`src/rtl/frame_pixel_scanner.sv`:
```
// Raster sweep sequencer: issues (x, y, ld) to a per-pixel renderer and forwards the
// renderer's registered colour to the VGA adapter as a two-stage pipelined plot write.
module frame_pixel_scanner #(
  parameter int unsigned WIDTH  = 160,
  parameter int unsigned HEIGHT = 120
) (
  input  logic       clk,
  input  logic       resetn,
  input  logic       frameStart,
  input  logic [2:0] colorIn,
  output logic [7:0] x,
  output logic [7:0] y,
  output logic       ld,
  output logic [7:0] vgaX,
  output logic [7:0] vgaY,
  output logic [2:0] vgaColor,
  output logic       plot,
  output logic       busy,
  output logic       frameDone
);

  // Compare against the last index so WIDTH/HEIGHT of 256 never needs a 9th bit.
  localparam logic [7:0] XMax = 8'(WIDTH - 1);
  localparam logic [7:0] YMax = 8'(HEIGHT - 1);

  typedef enum logic [1:0] {StIdle, StScan, StDrain} state_e;

  state_e     state;
  logic       pending;
  logic       drainCnt;
  logic [7:0] s1X;
  logic [7:0] s1Y;
  logic       s1Valid;

  logic lastPix;
  logic startReq;

  assign lastPix  = (x == XMax) && (y == YMax);
  assign startReq = frameStart | pending;

  always_ff @(posedge clk or negedge resetn) begin
    if (!resetn) begin
      state     <= StIdle;
      pending   <= 1'b0;
      drainCnt  <= 1'b0;
      s1X       <= 8'd0;
      s1Y       <= 8'd0;
      s1Valid   <= 1'b0;
      x         <= 8'd0;
      y         <= 8'd0;
      ld        <= 1'b0;
      vgaX      <= 8'd0;
      vgaY      <= 8'd0;
      vgaColor  <= 3'd0;
      plot      <= 1'b0;
      busy      <= 1'b0;
      frameDone <= 1'b0;
    end else begin
      // Stage 1 tracks the coordinate issued last cycle; the renderer's colour for it
      // arrives one cycle later and joins it in stage 2.
      s1X       <= x;
      s1Y       <= y;
      s1Valid   <= ld;
      vgaX      <= s1X;
      vgaY      <= s1Y;
      vgaColor  <= colorIn;
      plot      <= s1Valid;
      frameDone <= 1'b0;

      case (state)
        StIdle: begin
          if (startReq) begin
            state   <= StScan;
            x       <= 8'd0;
            y       <= 8'd0;
            ld      <= 1'b1;
            busy    <= 1'b1;
            pending <= 1'b0;
          end
        end
        StScan: begin
          if (frameStart) pending <= 1'b1;
          if (lastPix) begin
            state    <= StDrain;
            ld       <= 1'b0;
            drainCnt <= 1'b0;
          end else if (x == XMax) begin
            x <= 8'd0;
            y <= y + 8'd1;
          end else begin
            x <= x + 8'd1;
          end
        end
        StDrain: begin
          if (!drainCnt) begin
            drainCnt  <= 1'b1;
            frameDone <= 1'b1;
            if (frameStart) pending <= 1'b1;
          end else if (startReq) begin
            // A request seen on the final drain edge restarts with no idle gap.
            state   <= StScan;
            x       <= 8'd0;
            y       <= 8'd0;
            ld      <= 1'b1;
            pending <= 1'b0;
          end else begin
            state <= StIdle;
            busy  <= 1'b0;
          end
        end
        default: state <= StIdle;
      endcase
    end
  end

endmodule

```
`config.mk`:
```
export PLATFORM = sky130hd
export DESIGN_NAME = frame_pixel_scanner
export DESIGN_NICKNAME = d
export VERILOG_FILES = /design/src/rtl/frame_pixel_scanner.sv
export SDC_FILE = /design/constraint.sdc
export NUM_CORES = 1
export LEC_CHECK = 0
export CAP_MARGIN = 15
export CORE_UTILIZATION = 55
export DETAILED_ROUTE_END_ITERATION = 10
export PLACE_DENSITY_LB_ADDON = 0.05
export SYNTH_ARGS = -nofsm -noshare
export SYNTH_HDL_FRONTEND = slang
export SYNTH_SLANG_ARGS = --single-unit
export TNS_END_PERCENT = 20
```
`constraint.sdc`:
```
create_clock -name clk -period 5.14 [get_ports clk]
set_input_delay 1.028 -clock clk [delete_from_list [all_inputs] [get_ports clk]]
set_output_delay 1.028 -clock clk [all_outputs]
set_load 0.01 [all_outputs]
```
==> reports/metrics.yaml, run 1 <==
cells_and_area:
  final_util_pct: 76.6
  num-fill-cells: 267
  antenna_cells: 0
  fin_nets: 258
  layout_cells_sized_above_1_pct: 12.4
  regArea_sq_um: 1500
  multi_input_area_sq_um: 862
  layout-area-overhead-vs-synth_pct: 30.4
clocking:
  clk_pin_slew_ns: 0.06
  ctsLongestPathBuffers: 2
  cts_hold_repair.buffers: 0
  cts_tree: "yes"
  numClockSinks: 60
  cts_inserted_buffers: 9
  post_cts.resized_instances: 0
  clk-insertion-delay-late_ns: 0.32
  post-cts-setup-buffers: 0
  clk_root_buf: "sky130_fd_sc_hd__clkbuf_8"
  htree_levels: 3
placed_design:
  gp_congestion: 0.782
  place_hpwl_um: 3240
  placement.io_buffers: 44
power_and_ir_drop:
  leakage_nw: 1.39
  total_power_mw: 1.64
  share_comb_of_total_power_pct: 27.0
  switching_share_pct: 30.0
  net-switching-power_mw: 0.490
  vdd_drop_max_uv: 372
  p_seq_share_pct: 41.3
  internal_power_mw: 1.15
  power.density_nw_per_um2: 519
  clock_power_share_pct: 31.7
route:
  avgRoutedWirePerCell_um: 16.2
  avgViaCountPerCell: 5.96
  routed-via-count: 1795
  first_iter_violations: 98
  drt_first_pass_iters: 4
  route.antenna.remaining_nets: 0
  post-route-drc-count: 0
  wl_um: 4880
floorplanning:
  die_h_um: 68.3
  die-width_um: 68.3
  top_level_port_count: 45
  design.core.area_sq_um: 4120
  std_cell_rows: 23
  floorplan.die_area_sq_um: 4660
  start_util_pct: 58.7
synthesis:
  synth_cell_type_count: 46
  syn-cell-area_sq_um: 2420
  synthesis.instances: 194
  synth.yosys.seq_area_share_pct: 62.1
  synthesis.nets: 206
  yosysWarningCount: 0
  mean_cell_area_of_the_mapped_netlist_sq_um: 12.5
  synth_seq_cells: 60
worst_setup_path:
  critPathArrivalTime_ns: 2.92
  slowest_stage: "sky130_fd_sc_hd__o21ai_0"
  critical_path_class: "in2reg"
  cells_traversed_along_the_worst_timing_path: "clkdlybuf4s50_1, o22a_1, o21ai_0, or3_1, o211ai_1"
  critPathLaunchType: "input pin"
  crit_fanout: 11
  cp_slowest_stage_delay_ns: 0.82
  critPathLaunch: "frameStart"
  timing.critical_path.to_type: "flop"
  cp_data_required_time_ns: 5.32
  r2r-start: "state[1]"
timing:
  maxClockFrequency_mhz: 366
  maxSlewViolCount: 0
  largest_clock_skew_in_the_final_design_ns: 0.00708
  final.min_clock_period_ns: 2.73
  total_neg_setup_slack_ns: 0
  grt_setup_unrepaired: "false"
  report.final.setup_viol: 0
  hold_viol_final: 0
  timing.max_slew.rel_slack_pct: 28.2
  period_share_pct: 53.2
  tightest_slew_ns: 1.07
run:
  max_cap_violations: 0
global_route:
  globalRoute.totalOverflow: 0
  pin_count_of_the_biggest_net_entering_global_routing: 52
  grt_pass1_vias: 1767
  grt_pass1_wl_um: 7890
  total_grt_usage_pct: 23.8
  grt_antenna_before_repair: 0
status:
  status: "completed"
min_path:
  worstHoldPathType: "reg2reg"
  worst_hold_startpoint: "s1X[6]"
-- state kept, by name, indices dropped and copies added, names as in the netlist --
signal / flops
s1X: 8
s1Y: 8
vgaX: 8
vgaY: 8
x: 8
y: 8
vgaColor: 3
state: 2
busy: 1
drainCnt: 1
frameDone: 1
ld: 1
pending: 1
plot: 1
s1Valid: 1
-- critical path: cells and delay by family --
family,cells,cell delay [ns]
AND/OR/NAND/NOR,1,0.25
buffers and inverters,1,0.47
AO/OA/AOI/OAI,3,1.16
-- area by class of cell --
cell class                 count  area share (%)
multi-input combinational    121            27.3
clock buffer                  12            4.92
clock inverter                 4            3.02
tap                           50            1.98
inverter                       9            1.07
sequential                    60            47.6
timing repair buffer          45            14.0
-- final timing paths --
check | endpoint | slack (ns) | cells past startpoint
max in group asynchronous | s1Y[0] | 3.73 | 2
min reg2reg | vgaX[6] | 0.35 | 0
min | vgaX[6] | 0.35 | 0
max reg2reg | y[0] | 2.56 | 5
min in group asynchronous | vgaX[2] | 0.55 | 1
max | y[1] | 2.41 | 5
-- power groups by stage --
stage / Clock (mW) / Sequential [mW] / Combinational [mW]
2_1_floorplan: 0 / 0.695 / 0.210
3_3_place_gp: 0 / 0.671 / 0.420
3_5_place_dp: 0 / 0.684 / 0.440
4_1_cts: 0.530 / 0.674 / 0.445
5_1_grt: 0.551 / 0.692 / 0.482
6_report: 0.519 / 0.676 / 0.441
-- synth_stat cells (all sizes together) --
cell type	instances	area, sq um
nand3	8	45.0
mux2i	1	10.0
nor4b	1	8.76
and3	3	20.0
nand2	11	43.8
o22ai	2	12.5
nor3	2	10.0
dfrtp	60	1500
or3	2	12.5
o311ai	3	26.3
or2	3	18.8
a311oi	1	8.76
a21oi	10	53.8
buf	2	12.5
or4	4	33.8
and4bb	1	12.5
nand4bb	1	16.3
inv	9	33.8
clkbuf	2	7.51
or3b	1	8.76
nor4	2	42.5
o22a	2	17.5
a211o	1	8.76
nand4b	2	23.8
o31ai	6	45.0
ha	6	75.1
nand3b	5	37.5
a211oi	2	15.0
o211ai	11	87.6
a31oi	3	18.8
nand2b	6	37.5
mux2	1	15.0
o21ai	14	73.8
nor2	6	22.5
-- per-stage QoR --
step / worst slack (ns) / hold slack (ns) / instance area [sq um] / std cells
2_1_floorplan: 3.06 / 0.331 / 2420 / 194
3_3_place_gp: 2.29 / 0.332 / 2900 / 285
3_5_place_dp: 2.14 / 0.336 / 2900 / 285
4_1_cts: 2.45 / 0.351 / 3150 / 301
5_1_grt: 2.32 / 0.354 / 3150 / 301
6_report: 2.41 / 0.349 / 3150 / 301
-- routing by layer --
layer	track usage (%)	share of wire (%)
met1	30.2	43
met5	0	0
met4	16.4	1.3
met3	5.00	5.3
met2	36.4	51
-- cells in the final DEF (no fill, tap or decap), types with 3 or more instances in the layout --
cell type,count
sky130_fd_sc_hd__clkdlybuf4s50_1,43
sky130_fd_sc_hd__nand2b_1,6
sky130_fd_sc_hd__o31ai_1,6
sky130_fd_sc_hd__o211ai_1,10
sky130_fd_sc_hd__nand3b_1,5
sky130_fd_sc_hd__a31oi_1,3
sky130_fd_sc_hd__nor2_1,6
sky130_fd_sc_hd__bufinv_16,3
sky130_fd_sc_hd__clkbuf_8,11
sky130_fd_sc_hd__nand2_1,10
sky130_fd_sc_hd__ha_1,6
sky130_fd_sc_hd__o311ai_1,3
sky130_fd_sc_hd__dfrtp_1,60
sky130_fd_sc_hd__nand3_1,7
sky130_fd_sc_hd__inv_1,9
sky130_fd_sc_hd__a21oi_1,9
sky130_fd_sc_hd__or4_1,3
sky130_fd_sc_hd__o21ai_0,12
-- cells by family after synthesis --
logic type | Yosys count | share of synthesized area [%]
and+or+nand+nor | 58 | 16.3
buffers and inverters | 13 | 2.23
adders and majority gates | 6 | 3.11
AOI/OAI and AO/OA | 55 | 15.2
muxes | 2 | 1.04
DFF | 60 | 62.1
Power figures use the tool's default switching activity.
==> run 2, diff against run 1 <==
--- a/config.mk
+++ b/config.mk
@@ -6,7 +6,7 @@
 export NUM_CORES = 1
 export LEC_CHECK = 0
 export CAP_MARGIN = 15
-export CORE_UTILIZATION = 55
+export CORE_UTILIZATION = 46
 export DETAILED_ROUTE_END_ITERATION = 10
 export PLACE_DENSITY_LB_ADDON = 0.05
 export SYNTH_ARGS = -nofsm -noshare
==> constraint.sdc (replaced) <==
create_clock -name clk -period 2.45 [get_ports clk]
set_input_delay 0.49 -clock clk [delete_from_list [all_inputs] [get_ports clk]]
set_output_delay 0.49 -clock clk [all_outputs]
set_load 0.01 [all_outputs]
==> run 2 against run 1 <==
Highest routed layer unchanged. Critical endpoint is now state[0]. Critical path depth stayed put. Largest cell class unchanged. Design area fell by 0.44%. Count of clock-buffer cells in the layout decreased by 1. Sequential power up 110%. Clock power grew 58%. Non-clock buffer count up 2. Worst setup slack lost 2.1 ns. Global-route usage decreased by 4.6 points.
==> reports/metrics.yaml, run 2 (synthesis results as in run 1) <==
status:
  status: "completed"
placed_design:
  gp_congestion: 0.850
  dpl.cell_count: 307
  placement.io_buffers: 44
  place_hpwl_um: 3190
floorplanning:
  design.core.area_sq_um: 5070
  start_util_pct: 47.6
  std_cell_rows: 26
  floorplan.die_area_sq_um: 5550
  die_h_um: 74.5
  top_level_port_count: 45
  die-width_um: 74.5
clocking:
  numClockSinks: 60
  cts_tree: "yes"
  cts_inserted_buffers: 9
  cts_hold_repair.buffers: 0
  ctsLongestPathBuffers: 2
  post-cts-setup-buffers: 0
  clk_pin_slew_ns: 0.07
  clk-insertion-delay-late_ns: 0.32
  htree_levels: 3
  clk_root_buf: "sky130_fd_sc_hd__clkbuf_8"
  post_cts.resized_instances: 0
cells_and_area:
  layout-area-overhead-vs-synth_pct: 29.9
  antenna_cells: 0
  layout.cells.most_common_list: "sky130_fd_sc_hd__dfrtp_1, sky130_fd_sc_hd__clkdlybuf4s50_1, sky130_fd_sc_hd__o21ai_0, sky130_fd_sc_hd__nand2_1, sky130_fd_sc_hd__o211ai_1"
  fin_nets: 260
  stdcell_count: 323
  mostFrequentLayoutCell: "sky130_fd_sc_hd__dfrtp_1"
  layout_cells_sized_above_1_pct: 12.6
timing:
  hold_viol_final: 0
  tightest_slew_ns: 0.716
  final.min_clock_period_ns: 2.12
  grt_setup_unrepaired: "false"
  timing.max_slew.rel_slack_pct: 52.3
  period_share_pct: 86.4
  maxSlewViolCount: 0
  maxClockFrequency_mhz: 472
  report.final.setup_viol: 0
  total_neg_setup_slack_ns: 0
  largest_clock_skew_in_the_final_design_ns: 0.00747
worst_setup_path:
  worstRegToRegCells: 5
  critPathArrivalTime_ns: 2.32
  cp_data_required_time_ns: 2.65
  critical_path_buf_inv_count: 0
  cpLargestDelayFamily: "simple AND/OR/NAND/NOR gates"
  critical_path_class: "reg2reg"
  cells_traversed_along_the_worst_timing_path: "ha_1, nand4bb_2, nor4_4, o21ai_2, mux2_4"
  critPathLaunchType: "flop"
  slowest_stage: "sky130_fd_sc_hd__nor4_4"
  cp_slowest_stage_delay_ns: 0.55
  cp.depth: 5
  crit_fanout: 8
  timing.critical_path.to_type: "flop"
power_and_ir_drop:
  share_comb_of_total_power_pct: 29.4
  clock_power_share_pct: 25.9
  net-switching-power_mw: 0.993
  leakage_nw: 1.37
  power.density_nw_per_um2: 1000
  p_seq_share_pct: 44.6
  internal_power_mw: 2.16
  switching_share_pct: 31.5
  vdd_drop_max_uv: 435
route:
  avgRoutedWirePerCell_um: 14.6
  routed-via-count: 1734
  post-route-drc-count: 0
  route.antenna.remaining_nets: 0
  first_iter_violations: 83
  drt_first_pass_iters: 4
  wl_um: 4720
  avgViaCountPerCell: 5.37
global_route:
  pin_count_of_the_biggest_net_entering_global_routing: 32
  total_grt_usage_pct: 19.3
  grt_antenna_before_repair: 0
  globalRouteMet1Util_pct: 22.5
  grt_pass1_vias: 1703
  gr-max-usage-layer: "met2"
  groute.layer.met3.usage_pct: 4.61
  globalRoute.totalOverflow: 0
  met2_usage_pct: 32.6
  grt_pass1_wl_um: 7860
min_path:
  worstHoldPathType: "in2async"
run:
  max_cap_violations: 0
-- run 2: cell count changes in the layout (fill, tap and decap cells not counted), sizes merged --
cell | previous run | this run
buf | 2 | 4
bufinv | 3 | 1
clkinv | 1 | 3
clkbuf | 12 | 11
clkinvlp | 0 | 1
-- run 2: routing by layer --
| layer | share of wire (%) | vias to the layer above |
|---|---|---|
| met1 | 43 | 856 |
| met3 | 4.0 | 4 |
| met5 | 0 | - |
| li1 | - | 828 |
| met4 | 0.85 | 0 |
| met2 | 52 | 46 |
-- run 2: power groups by stage --
| stage | Sequential, mW | Combinational, mW | Clock, mW |
|---|---|---|---|
| after floorplan | 1.46 | 0.441 | 0 |
| after global placement | 1.41 | 0.913 | 0 |
| after detailed placement | 1.43 | 0.935 | 0 |
| after CTS | 1.41 | 0.936 | 0.837 |
| after global routing | 1.45 | 1.02 | 0.880 |
| final | 1.41 | 0.928 | 0.818 |
-- run 2: final timing paths --
check / start / to / slack [ns]
max: x[0] / state[0] / 0.33
min: resetn / s1X[5] / 0.22
max reg2reg: x[0] / state[0] / 0.33
min reg2reg: s1Y[6] / vgaY[6] / 0.35
max in group asynchronous: resetn / vgaY[2] / 1.63
min in group clk: s1Y[6] / vgaY[6] / 0.35
-- run 2: stage by stage --
step | hold slack, ns | area, sq um | utilization, % | worst slack, ns | total power, mW
after floorplan | 0.194 | 2420 | - | 0.597 | 1.90
after global placement | 0.332 | 2960 | 58.2 | 0.286 | 2.33
after detailed placement | 0.335 | 2960 | 58.2 | 0.252 | 2.36
after CTS | 0.241 | 3140 | 61.9 | 0.299 | 3.18
after global routing | 0.265 | 3140 | 61.9 | 0.141 | 3.35
final | 0.219 | 3140 | 61.9 | 0.332 | 3.15
-- run 2: layout make-up --
type | count | area (sq um)
Timing Repair Buffer | 47 | 470
Sequential cell | 60 | 1500
Clock inverter | 5 | 52.6
Tap cell | 70 | 87.6
Clock buffer | 11 | 131
Fill cell | 438 | 1940
Inverter | 9 | 33.8
Multi-Input combinational cell | 121 | 862
==> run 3, diff against run 2 <==
--- a/config.mk
+++ b/config.mk
@@ -6,7 +6,9 @@
 export NUM_CORES = 1
 export LEC_CHECK = 0
 export CAP_MARGIN = 15
-export CORE_UTILIZATION = 46
+export CORE_UTILIZATION = 48
+export CTS_BUF_LIST = sky130_fd_sc_hd__clkbuf_8
+export CTS_CLUSTER_DIAMETER = 50
 export DETAILED_ROUTE_END_ITERATION = 10
 export PLACE_DENSITY_LB_ADDON = 0.05
 export SYNTH_ARGS = -nofsm -noshare
==> run 3 against run 2 <==
Routed wire length grew 2.5%. Critical path type unchanged. Clock skew is essentially flat. Sequential share of layout area shrank 1.0 points. First-iteration DRC count grew 31%. Utilization grew 5.1 points. Critical endpoint is now x[7]. Clock power grew 16%. Largest power group unchanged. Non-clock buffer count grew 7. Register-to-register slack gained 0.07 ns. Maximum frequency grew 3.5%.
==> reports/metrics.yaml, run 3 (synthesis results as in run 1) <==
clocking:
  clk_pin_slew_ns: 0.07
  clk_root_buf: "sky130_fd_sc_hd__clkbuf_8"
  post_cts.resized_instances: 0
  post-cts-setup-buffers: 0
  numClockSinks: 60
  cts_inserted_buffers: 9
  cts_tree: "yes"
  cts_hold_repair.buffers: 0
  htree_levels: 3
  clk-insertion-delay-late_ns: 0.34
  ctsLongestPathBuffers: 2
run:
  max_cap_violations: 0
timing:
  grt_setup_unrepaired: "false"
  timing.max_slew.rel_slack_pct: 63.0
  hold_viol_final: 0
  report.final.setup_viol: 0
  period_share_pct: 83.5
  final.min_clock_period_ns: 2.05
  maxClockFrequency_mhz: 489
  largest_clock_skew_in_the_final_design_ns: 0.00793
  maxSlewViolCount: 0
  tightest_slew_ns: 0.550
  total_neg_setup_slack_ns: 0
worst_setup_path:
  worst_r2r_endpoint: "x[7]"
  critPathArrivalTime_ns: 2.26
  critPathLaunchType: "flop"
  r2r-start: "state[0]"
  cells_traversed_along_the_worst_timing_path: "inv_1, ha_1, nand2b_1, o211ai_2, or2_2, a211o_1"
  reg2reg_slack_ns: 0.40
  worstRegToRegCells: 6
  slowest_stage: "sky130_fd_sc_hd__dfrtp_1"
  crit_fanout: 10
  critical_path_class: "reg2reg"
  timing.critical_path.to_type: "flop"
  cp_slowest_stage_delay_ns: 0.47
  cp_data_required_time_ns: 2.67
  critPathLaunch: "state[0]"
floorplanning:
  top_level_port_count: 45
  die_h_um: 73.0
  floorplan.die_area_sq_um: 5320
  std_cell_rows: 25
  start_util_pct: 50.5
  design.core.area_sq_um: 4790
  die-width_um: 73.0
global_route:
  pin_count_of_the_biggest_net_entering_global_routing: 38
  grt_pass1_wl_um: 8090
  total_grt_usage_pct: 20.9
  grt_pass1_vias: 1758
  grt_antenna_before_repair: 0
  globalRoute.totalOverflow: 0
power_and_ir_drop:
  power.density_nw_per_um2: 1050
  vdd_drop_max_uv: 730
  leakage_nw: 1.42
min_path:
  worstHoldPathType: "in2async"
route:
  wl_um: 4840
  first_iter_violations: 109
  post-route-drc-count: 0
  route.antenna.remaining_nets: 0
  avgRoutedWirePerCell_um: 14.8
  drt_first_pass_iters: 4
  avgViaCountPerCell: 5.43
  routed-via-count: 1776
cells_and_area:
  antenna_cells: 0
  layout-area-overhead-vs-synth_pct: 32.7
  fin_nets: 267
  mostFrequentLayoutCell: "sky130_fd_sc_hd__dfrtp_1"
  layout_cells_sized_above_1_pct: 15.8
  final_util_pct: 67.0
  layout.cells.most_common_list: "sky130_fd_sc_hd__dfrtp_1, sky130_fd_sc_hd__clkdlybuf4s50_1, sky130_fd_sc_hd__o21ai_0"
placed_design:
  gp_congestion: 0.782
  placement.io_buffers: 44
  place_hpwl_um: 3350
status:
  status: "completed"
run 3: per-layer routing:
| layer | vias up | part of all wire, % | wire (um) | global-route usage (%) |
|---|---|---|---|---|
| met1 | 871 | 45 | 2170 | 24.6 |
| met3 | 6 | 5.5 | 267 | 8.15 |
| li1 | 845 | - | - | - |
| met2 | 54 | 48 | 2330 | 32.5 |
| met5 | - | 0 | 0 | 0 |
| met4 | 0 | 1.4 | 68 | 12.0 |
run 3: area by class of cell:
| class | count | area (sq um) |
|---|---|---|
| fillers | 349 | 1580 |
| repair buffers | 54 | 510 |
| flip-flops and latches | 60 | 1500 |
| well taps | 67 | 83.8 |
| multi-input cells | 121 | 862 |
| clock buffers | 9 | 124 |
| clock inverters | 7 | 91.3 |
| inverters | 9 | 33.8 |
run 3: worst max path at each step:
stage	to	slack, ns
after floorplan	state[0]	0.60
after global placement	x[7]	0.29
after detailed placement	x[7]	0.22
after CTS	x[7]	0.41
after global routing	x[4]	0.26
final	x[7]	0.40
run 3: worst max-delay path: cells and delay by family (launching register included):
family | cells | cell delay, ns
buf+inv | 1 | 0.10
compound gates | 2 | 0.51
flops | 1 | 0.47
simple gates | 2 | 0.58
fa+ha+maj | 1 | 0.28
run 3: where the power goes:
part | switching (mW) | internal, mW | total [mW]
combinational | 0.509 | 0.522 | 1.03
sequential | 0.158 | 1.22 | 1.38
clock | 0.379 | 0.568 | 0.947
total | 1.05 | 2.31 | 3.35
run 3: metrics by stage:
stage          hold slack [ns]  cells  area, sq um  power, mW  worst slack (ns)
2_1_floorplan            0.194    194         2420       1.90             0.597
3_3_place_gp             0.332    311         2990       2.39             0.286
3_5_place_dp             0.335    311         2990       2.43             0.223
4_1_cts                  0.129    327         3210       3.39             0.413
5_1_grt                  0.153    327         3210       3.54             0.259
6_report                 0.139    327         3210       3.35             0.404
